File: src/rtl/led_pattern_driver.sv
// Multi-channel LED driver: OFF/ON/BLINK/PWM per channel from one free-running counter.
// New MODE/DUTY settings are held pending and only become active at a PWM period boundary.
module led_pattern_driver #(
  parameter int NUM_CH     = 3,
  parameter int CNT_W      = 26,
  parameter int PWM_W      = 8,
  parameter int ACTIVE_LOW = 1
) (
  input  logic                      CLK,
  input  logic                      RST_N,
  input  logic                      LOAD,
  input  logic [2*NUM_CH-1:0]       MODE,
  input  logic [PWM_W*NUM_CH-1:0]   DUTY,
  output logic                      BUSY,
  output logic [NUM_CH-1:0]         LED
);

  localparam logic [1:0] MODE_OFF   = 2'b00;
  localparam logic [1:0] MODE_ON    = 2'b01;
  localparam logic [1:0] MODE_BLINK = 2'b10;
  localparam logic [1:0] MODE_PWM   = 2'b11;
  localparam logic       POL_S      = (ACTIVE_LOW != 0) ? 1'b1 : 1'b0;

  logic [CNT_W-1:0]        cnt_r;
  logic [2*NUM_CH-1:0]     active_mode_r;
  logic [PWM_W*NUM_CH-1:0] active_duty_r;
  logic [2*NUM_CH-1:0]     pend_mode_r;
  logic [PWM_W*NUM_CH-1:0] pend_duty_r;
  logic                    pend_valid_r;
  logic [NUM_CH-1:0]       led_r;
  logic [NUM_CH-1:0]       lit_s;
  logic [PWM_W-1:0]        pwm_cnt_s;
  logic                    boundary_s;

  assign pwm_cnt_s  = cnt_r[PWM_W-1:0];
  assign boundary_s = &pwm_cnt_s;
  assign BUSY       = pend_valid_r;
  assign LED        = led_r;

  // Counter, config double buffer and registered pad drive
  always_ff @(posedge CLK or negedge RST_N) begin
    if (!RST_N) begin
      cnt_r         <= {CNT_W{1'b0}};
      active_mode_r <= {(2*NUM_CH){1'b0}};
      active_duty_r <= {(PWM_W*NUM_CH){1'b0}};
      pend_mode_r   <= {(2*NUM_CH){1'b0}};
      pend_duty_r   <= {(PWM_W*NUM_CH){1'b0}};
      pend_valid_r  <= 1'b0;
      led_r         <= {NUM_CH{POL_S}};
    end else begin
      cnt_r <= cnt_r + {{(CNT_W-1){1'b0}}, 1'b1};
      led_r <= lit_s ^ {NUM_CH{POL_S}};
      if (LOAD) begin
        pend_mode_r <= MODE;
        pend_duty_r <= DUTY;
      end
      if (boundary_s) begin
        // A LOAD landing on the boundary bypasses the buffer so it is never lost
        if (LOAD) begin
          active_mode_r <= MODE;
          active_duty_r <= DUTY;
        end else if (pend_valid_r) begin
          active_mode_r <= pend_mode_r;
          active_duty_r <= pend_duty_r;
        end
        pend_valid_r <= 1'b0;
      end else if (LOAD) begin
        pend_valid_r <= 1'b1;
      end
    end
  end

  // Per-channel lit state from the current counter and active config
  always_comb begin
    lit_s = {NUM_CH{1'b0}};
    for (int i = 0; i < NUM_CH; i++) begin
      case (active_mode_r[2*i +: 2])
        MODE_OFF:   lit_s[i] = 1'b0;
        MODE_ON:    lit_s[i] = 1'b1;
        MODE_BLINK: lit_s[i] = cnt_r[CNT_W-1];
        MODE_PWM:   lit_s[i] = (pwm_cnt_s < active_duty_r[PWM_W*i +: PWM_W]);
        default:    lit_s[i] = 1'b0;
      endcase
    end
  end

endmodule

File: config.mk
export PLATFORM = sky130hd
export DESIGN_NAME = led_pattern_driver
export DESIGN_NICKNAME = d
export VERILOG_FILES = /design/src/rtl/led_pattern_driver.sv
export SDC_FILE = /design/constraint.sdc
export NUM_CORES = 1
export LEC_CHECK = 0
export ABC_AREA = 1
export CAP_MARGIN = 20
export CORE_UTILIZATION = 46
export DETAILED_ROUTE_END_ITERATION = 12
export GPL_TIMING_DRIVEN = 0
export PLACE_DENSITY = 0.72
export SKIP_LAST_GASP = 1
export SYNTH_ARGS = -nofsm -noshare
export SYNTH_HDL_FRONTEND = slang
export SYNTH_SLANG_ARGS = --single-unit
File: constraint.sdc
create_clock -name CLK -period 3.39 [get_ports CLK]
set_input_delay 0.678 -clock CLK [delete_from_list [all_inputs] [get_ports CLK]]
set_output_delay 0.678 -clock CLK [all_outputs]
set_load 0.02 [all_outputs]
---- After elaboration in Yosys (flattened, before gate mapping) ----
Cells that the tools add are included.
cells by class
  add/sub/neg operators ................... 1
  $lt $le $gt $ge ......................... 3
  eq/ne operators ......................... 9
  multiplexer cells ....................... 9
  bitwise gates (word level) .............. 1
  reduce and logical (&&, ||, !) cells .... 7
operators with widths
  kind                                                                   number
  24-bit 2-to-1 mux                                                      2
  26-bit by 1-bit adder with 26-bit output, second input constant        1
  8-bit < comparator                                                     3
  2-bit equality test, second input constant                             6
  6-bit 2-to-1 mux                                                       2
  1-bit case mux with 4 select lines                                     3
  9-bit AND reduction                                                    1
  8-bit AND reduction                                                    1
  2-bit by 1-bit equality test with 1-bit output, second input constant  3
  2-bit zero test                                                        3
  2-bit nonzero test                                                     2
  3-bit NOT                                                              1
  1-bit 2-to-1 mux                                                       2
word-level totals
  flip-flop bits (word level) ............. 90
  input port bits ......................... 33
  output and inout port bits .............. 4
  word-level logic and storage cells ...... 37

---- Depth between registers and ports, before layout ----
Gate-level depths: netlist of run 1.
  depth in word-level cells ............... 3
  depth in mapped cells ................... 10
  depth with buffers taken out ............ 10

---- Worst setup path after synthesis of run 1 ----
OpenSTA, ideal clock, no wires.
  path type ............................... input to register
  from .................................... input port LOAD
  to ...................................... register active_duty_r[0]
  library setup time ...................... 0.074 ns
  arrival time ............................ 1.325 ns
  path slack .............................. 1.991 ns
  cell stages on the path ................. 6
  cells stage by stage .................... inv_1 clkbuf_1 nand2_1 nand2_1 inv_1 o21ai_2
on the way
  longest elaborated chain between the ends .. 2
  elaborated cells between the ends (all ways) .. 3
  classes of those cells .................. 1 x mux; 2 x reduce/logical
RTL lines
  what                           line  text
  start, declared                11    input logic LOAD,
  2-bit nonzero test (no line)   -
  9-bit AND reduction (no line)  -
  end signal, assigned           45    active_duty_r <= {(PWM_W*NUM_CH){1'b0}};
  end signal, assigned           64    active_duty_r <= pend_duty_r;
  end, declared                  26    logic [PWM_W*NUM_CH-1:0] active_duty_r;
Parallel ways exist; a longest one is shown, timed or not.
A chain may end at the register's enable or synchronous reset.

---- Worst setup path after layout of run 1 ----
  from .................................... register led_r[2], in the netlist LED[2]
  to ...................................... output port LED[2]
RTL lines
  what                    line  text
  start, declared         30    logic [NUM_CH-1:0] led_r;
  start signal, assigned  49    led_r <= {NUM_CH{POL_S}};
  start signal, assigned  52    led_r <= lit_s ^ {NUM_CH{POL_S}};
  end, declared           15    output logic [NUM_CH-1:0] LED
No word-level cell between the ends.

==> metrics.cfg, run 1 <==
[yosys]
synth.area.top_cells = sky130_fd_sc_hd__dfrtp_1 50%, sky130_fd_sc_hd__nand2_1 16%, sky130_fd_sc_hd__ha_1 6.4%
yosysSeqAreaShare_pct = 52.2
synth_fa_ha_area_share_pct = 6.36
synthesis.nets = 555
post_synth_simple_gate_area_pct = 24.7
synth_top_family_by_area = simple AND/OR/NAND/NOR gates
yosys-top-cells-count = 188 x sky130_fd_sc_hd__nand2_1, 87 x sky130_fd_sc_hd__dfrtp_1, 49 x sky130_fd_sc_hd__inv_1, 47 x sky130_fd_sc_hd__nor2_1, 29 x sky130_fd_sc_hd__a21oi_1
post_synth_xor_area_fraction_pct = 3.85
syn-mean-instance-area_um2 = 8.65
synth_edf_count = 0
proportion_of_synthesized_area_in_mux_cells_pct = 0
yosysTopAreaCellShare_pct = 50.3
synth.largest_area_cell = sky130_fd_sc_hd__dfrtp_1
synthCells = 500
synthesis.yosys.warnings = 0
synth_top_flop_cell = sky130_fd_sc_hd__dfrtp_1
ys_seq_elements = 90
synth_compound_gate_area_share_pct = 6.54
synth_area_um2 = 4330
asyncSetResetFlopFracSynth_pct = 100
synthMostInstantiatedCell = sky130_fd_sc_hd__nand2_1
ys_types = 29

[power_and_ir_drop]
worst_voltage_drop_across_the_vdd_grid_mv = 0.188
powerDensity_nw_per_um2 = 375
tot_pwr_mw = 1.88
total_leakage_power_nw = 2.68

[clock_tree]
tritoncts_num_sinks = 90
post_cts_resized = 0
tritoncts = built
path_clk_slew_ns = 0.09
tritoncts.num_buffers = 9
cts_buffer_depth = 2
postCtsSetupRepairBufs = 0
htree_num_levels = 3
root_buffer = sky130_fd_sc_hd__clkbuf_8
clk-insertion-delay-late_ns = 0.36
cts_hold_repair.buffers = 0

[finish]
final_net_count = 603
filler_cell_count = 827
layout.cells.non_filler = 664
area.growth.synth_to_final_pct = 16.1
share_of_cells_above_drive_strength_1_pct = 8.68
num_antenna_cells = 0
post-route-cell-area_um2 = 5020

[place]
placed_insts = 648
globalplace.congestion = 0.865
io_buffers = 36
place_area_um2 = 4850
place_hpwl_mm = 6.29

[route]
totalWireLength_mm = 8.45
route.detailed.drc = 0
firstDrtPassIters = 4
detailedRoute.firstIterationViolations = 132
vias = 3239
avgViaCountPerCell = 4.88
routed_wl_per_cell_um = 12.7
antenna_left = 0

[setup_path]
cpLargestDelayFamily = buffers and inverters
worst_ep_arrival_time_ns = 1.48
timing.critical_path.buf_inv = 1
cp-start-kind = flop
critical_path.cell_chain = clkdlybuf4s50_1
crit_path_max_incr_delay_ns = 0.60
timing.critical_path.required_ns = 2.71
timing.setup.critical_path_class = reg2out
cp_slowest_cell = sky130_fd_sc_hd__clkdlybuf4s50_1
crit_path_max_fanout = 1
cp-end-kind = primary output

[sta]
period_share_pct = 63.7
slew_headroom_pct = 60.6
final.setup_skew_ns = 0.0131
report.final.hold_viol_count = 0
timing_worst_slew_pin_value_ns = 0.592
timing.final.max_slew_violations = 0
fmaxAchievable_mhz = 463
finalWorstPathRequiredPeriod_ns = 2.16
finalHoldWorstSlack_ns = 0.235
unrepaired_setup_endpoints_after_global_routing = no
timing.final.setup_violations = 0

[global_routing]
first_pass_grt_wire_length_mm = 14.7
largest_net_degree_at_the_start_of_global_routing = 62
overflow = 0
initial_antenna_violation_count = 0
global_route.usage.total_pct = 19.2
first_global_vias = 3176

[floorplanning]
initial_utilization_pct = 47.3
design.portCount = 37
die_w_um = 99.0
die_area_um2 = 9800
placementRows = 35
core_area_um2 = 9150
die_y_um = 99.0

[outcome]
outcome = finished, final reports clean

[flow_run]
drv.max_cap_violation_count = 0

[worst_hold_path]
min_path_type = in2async

path summary, 6_finish.rpt:
| path | depth (start not counted) | from | slack, ns | to |
|---|---|---|---|---|
| setup / recovery | 1 | LED[2] | 1.23 | LED[2] |
| hold / removal | 1 | RST_N | 0.23 | cnt_r[20] |
| setup reg to reg | 8 | cnt_r[1] | 1.70 | cnt_r[24] |
| hold reg to reg | 2 | pend_mode_r[4] | 0.47 | pend_mode_r[4] |
| max in group asynchronous | 2 | RST_N | 2.49 | LED[0] |
| min in group CLK | 2 | pend_mode_r[4] | 0.47 | pend_mode_r[4] |
kinds of logic (layout without fill, tap and decap cells):
family          after synthesis  after routing
simple gates                261            261
flops                        90             90
buf+inv                      62            115
compound gates               46             46
fa+ha+maj                    22             22
xor+xnor                     19             19
flip-flops by register name, summed over array words and instances, names as in the netlist:
signal,flops
BUSY,1
LED,3
active_duty_r,24
active_mode_r,6
cnt_r,26
pend_duty_r,24
pend_mode_r,6
layout make-up:
| cell class | count | area (um2) | share of cell area [%] |
|---|---|---|---|
| buffer | 12 | 86.3 | 1.72 |
| timing repair buffer | 37 | 385 | 7.68 |
| multi-input combinational | 348 | 1790 | 35.7 |
| inverter | 50 | 189 | 3.76 |
| sequential | 90 | 2260 | 44.9 |
| clock inverter | 7 | 46.3 | 0.922 |
| clock buffer | 9 | 124 | 2.47 |
| tap | 111 | 139 | 2.77 |
metrics by stage:
| stage | util, % | setup slack, ns | TNS, ns |
|---|---|---|---|
| global placement | 52.7 | -1.57 | -137.35 |
| detailed placement | 53.0 | 1.08 | 0 |
| global route | 54.8 | 1.19 | 0 |
| floorplan | - | 1.99 | 0 |
| finish | 54.8 | 1.23 | 0 |
| CTS | 54.8 | 1.21 | 0 |
layer usage:
metal,up-vias,track usage (%),wire length (um)
met2,49,31.7,4100
li1,1640,-,-
met5,-,0,0
met1,1537,24.7,3900
met4,0,7.69,152
met3,13,3.83,295
report_power, final:
part	internal, mW	total [mW]	leakage [nW]	switching, mW
Combinational	0.0523	0.121	1.54	0.0684
Clock	0.263	0.649	0.0810	0.386
Sequential	1.10	1.11	1.06	0.00873
layout by cell type, fill, tap and decap left out, drive strengths merged, types with 3 or more instances in the layout:
master         synthesis  layout
inv                   49      49
nand2                191     191
clkdlybuf4s50          0      35
clkinv                 1       5
a21oi                 31      31
dfrtp                 87      87
xnor2                  8       8
nor2                  53      53
nand4                  3       3
buf                    8      10
a21o                   3       3
dfstp                  3       3
ha                    22      22
clkinvlp               0       3
o21a                   3       3
nand3b                 5       5
clkbuf                 4      13
nand3                  7       7
xor2                  11      11
o21ai                  9       9
No activity file was read; power rests on OpenSTA's default activity.
==> run 2, diff against run 1 <==
- clock period: 3.39 -> 2.2 ns (I/O delays scaled with it)
==> results of run 2 <==
Same layout as run 1 (identical final DEF). Status: complete, but fails checks: hold timing.
Main changes from that run: setup slack after placement 1.08 ns -> 0.128 ns; setup slack after layout 1.23 ns -> 0.278 ns; hold slack 0.235 ns -> -0.00338 ns; number of hold violations in the final report 0 -> 5; register-to-register setup slack 1.70 ns -> 0.51 ns; total power 1.88 mW -> 2.90 mW; worst IR drop on VDD 0.188 mV -> 0.290 mV
==> run 3, diff against run 2 <==
- CORE_UTILIZATION: 46 -> 25
- PLACE_DENSITY: 0.72 -> 0.47
==> metrics.cfg, run 3 (synthesized netlist as in run 1, its figures left out) <==
[outcome]
outcome = finished, final reports clean  ; was complete, but fails checks

[sta]
timing_worst_slew_pin_value_ns = 0.601  ; was 0.592 ns
timing.final.max_slew_violations = 0  ; unchanged
period_share_pct = 86.2  ; was 87.4%
timing.final.setup_violations = 0  ; unchanged
finalWorstPathRequiredPeriod_ns = 1.90  ; was 1.92 ns
finalHoldWorstSlack_ns = 0.0973  ; was -0.00338 ns
fmaxAchievable_mhz = 527  ; was 520 MHz
slew_headroom_pct = 59.9  ; was 60.6%
worst_slack_ns = 0.303  ; was 0.278 ns
unrepaired_setup_endpoints_after_global_routing = no  ; unchanged
report.final.hold_viol_count = 0  ; was 5
final.setup_skew_ns = 0.00676  ; was 0.0131 ns

[setup_path]
worst_ep_arrival_time_ns = 1.46  ; was 1.48 ns
cell_depth_of_the_worst_flop_to_flop_path = 8  ; unchanged
timing.setup.critical_path_class = reg2out  ; unchanged
timing.critical_path.buf_inv = 1  ; unchanged
critical_path.cell_chain = clkdlybuf4s50_1  ; unchanged
cp.depth = 1  ; unchanged
timing.critical_path.required_ns = 1.76  ; about the same
cpLargestDelayFamily = buffers and inverters  ; unchanged
cp-end-kind = primary output  ; unchanged
cp_slowest_cell = sky130_fd_sc_hd__clkdlybuf4s50_1  ; unchanged
crit_path_max_incr_delay_ns = 0.59  ; was 0.60 ns
crit_path_max_fanout = 1  ; unchanged
cp-start-kind = flop  ; unchanged

[floorplanning]
die_area_um2 = 17800  ; was 9800 um2
die_w_um = 134  ; was 99.0 um
die_y_um = 134  ; was 99.0 um
design.portCount = 37  ; unchanged
placementRows = 47  ; was 35
initial_utilization_pct = 25.8  ; was 47.3%
core_area_um2 = 16800  ; was 9150 um2

[place]
post-place-ws_ns = 0.0989  ; was 0.128 ns
io_buffers = 36  ; unchanged
globalplace.congestion = 0.802  ; was 0.865
place_area_um2 = 4990  ; was 4850 um2
placed_insts = 757  ; was 648
place_hpwl_mm = 6.83  ; was 6.29 mm

[global_routing]
gr-usage-met2_pct = 16.8  ; was 31.7%
grt.busiest_layer = met2  ; unchanged
first_pass_grt_wire_length_mm = 15.9  ; was 14.7 mm
first_global_vias = 3168  ; was 3176
grtUsageMet3_pct = 2.51  ; was 3.83%
global_route.usage.total_pct = 11.5  ; was 19.2%
overflow = 0  ; unchanged
largest_net_degree_at_the_start_of_global_routing = 48  ; was 62
initial_antenna_violation_count = 0  ; unchanged
groute.layer.met1.usage_pct = 16.2  ; was 24.7%

[route]
vias = 3115  ; was 3239
detailedRoute.firstIterationViolations = 116  ; was 132
antenna_left = 0  ; unchanged
avgViaCountPerCell = 4.03  ; was 4.88
totalWireLength_mm = 9.13  ; was 8.45 mm
route.detailed.drc = 0  ; unchanged
routed_wl_per_cell_um = 11.8  ; was 12.7 um
firstDrtPassIters = 4  ; unchanged

[finish]
post-route-cell-area_um2 = 5270  ; was 5020 um2
num_antenna_cells = 0  ; unchanged
final-seq-area_um2 = 2260  ; unchanged
filler_cell_count = 1773  ; was 827
share_of_cells_above_drive_strength_1_pct = 8.15  ; was 8.68%
layout.cells.non_filler = 772  ; was 664
final_cell_mix = 188 x sky130_fd_sc_hd__nand2_1, 87 x sky130_fd_sc_hd__dfrtp_1, 49 x sky130_fd_sc_hd__inv_1, 47 x sky130_fd_sc_hd__nor2_1, 35 x sky130_fd_sc_hd__clkdlybuf4s50_1  ; unchanged
area.growth.synth_to_final_pct = 21.9  ; was 16.1%
final_net_count = 603  ; unchanged
layout_top_registers = cnt_r (26), active_duty_r (24), pend_duty_r (24)  ; unchanged
register_with_the_most_flip_flops = cnt_r  ; unchanged
multiInputGateArea_um2 = 1790  ; unchanged
largest_register_ff_count = 26  ; unchanged
commonest_non_fill_non_tap_cell_in_the_layout = sky130_fd_sc_hd__nand2_1  ; unchanged

[power_and_ir_drop]
powerDensity_nw_per_um2 = 650  ; was 578 nW/um2
total_leakage_power_nw = 2.74  ; was 2.68 nW
worst_voltage_drop_across_the_vdd_grid_mv = 0.366  ; was 0.290 mV

[worst_hold_path]
min_path_type = in2async  ; unchanged

[clock_tree]
tritoncts_num_sinks = 90  ; unchanged
cts_hold_repair.buffers = 0  ; unchanged
clk-insertion-delay-late_ns = 0.35  ; was 0.36 ns
postCtsSetupRepairBufs = 0  ; unchanged
path_clk_slew_ns = 0.06  ; was 0.09 ns
root_buffer = sky130_fd_sc_hd__clkbuf_16  ; was sky130_fd_sc_hd__clkbuf_8
tritoncts = built  ; unchanged
post_cts_resized = 0  ; unchanged
cts_buffer_depth = 2  ; unchanged
tritoncts.num_buffers = 9  ; unchanged
htree_num_levels = 3  ; unchanged

[flow_run]
drv.max_cap_violation_count = 0  ; unchanged

[run 3: changes by cell type in the layout (fill, tap and decap cells not counted), sizes merged]
cell,previous run,this run
bufinv,0,1
clkbuf,13,16
clkinv,5,3
clkinvlp,3,0
[run 3: per-layer routing]
layer,vias up,share of wire (%)
met2,47,43
met5,-,0
met4,0,1.8
li1,1646,-
met3,11,3.9
met1,1411,52
[run 3: worst paths after layout]
check / start / endpoint / slack, ns
setup / recovery: LED[1] / LED[1] / 0.30
hold / removal: RST_N / cnt_r[21] / 0.1
setup reg to reg: cnt_r[1] / cnt_r[24] / 0.51
hold reg to reg: pend_duty_r[2] / pend_duty_r[2] / 0.47
max in group asynchronous: RST_N / LED[1] / 1.42
min in group CLK: pend_duty_r[2] / pend_duty_r[2] / 0.47
[run 3: area by class of cell]
| cell class | instances | area share, % |
|---|---|---|
| clock buffers | 12 | 4.67 |
| well taps | 220 | 5.22 |
| clock inverters | 3 | 0.759 |
| flip-flops and latches | 90 | 42.8 |
| multi-input cells | 348 | 34.0 |
| plain buffers | 12 | 1.64 |
| repair buffers | 37 | 7.31 |
| inverters | 50 | 3.58 |
[run 3: through the flow]
stage	util [%]	TNS [ns]	power (mW)
2_1_floorplan	-	0	1.82
3_3_place_gp	29.6	-232.75	1.93
3_5_place_dp	29.7	0	1.94
4_1_cts	31.5	0	3.49
5_1_grt	31.5	0	3.59
6_report	31.5	0	3.43
[run 3: power by group]
part	total, mW	internal [mW]	switching [mW]	leakage (nW)
Sequential	1.72	1.70	0.0120	1.06
Clock	1.52	0.902	0.623	0.142
Combinational	0.188	0.0806	0.108	1.54
Total	3.43	2.69	0.743	2.74
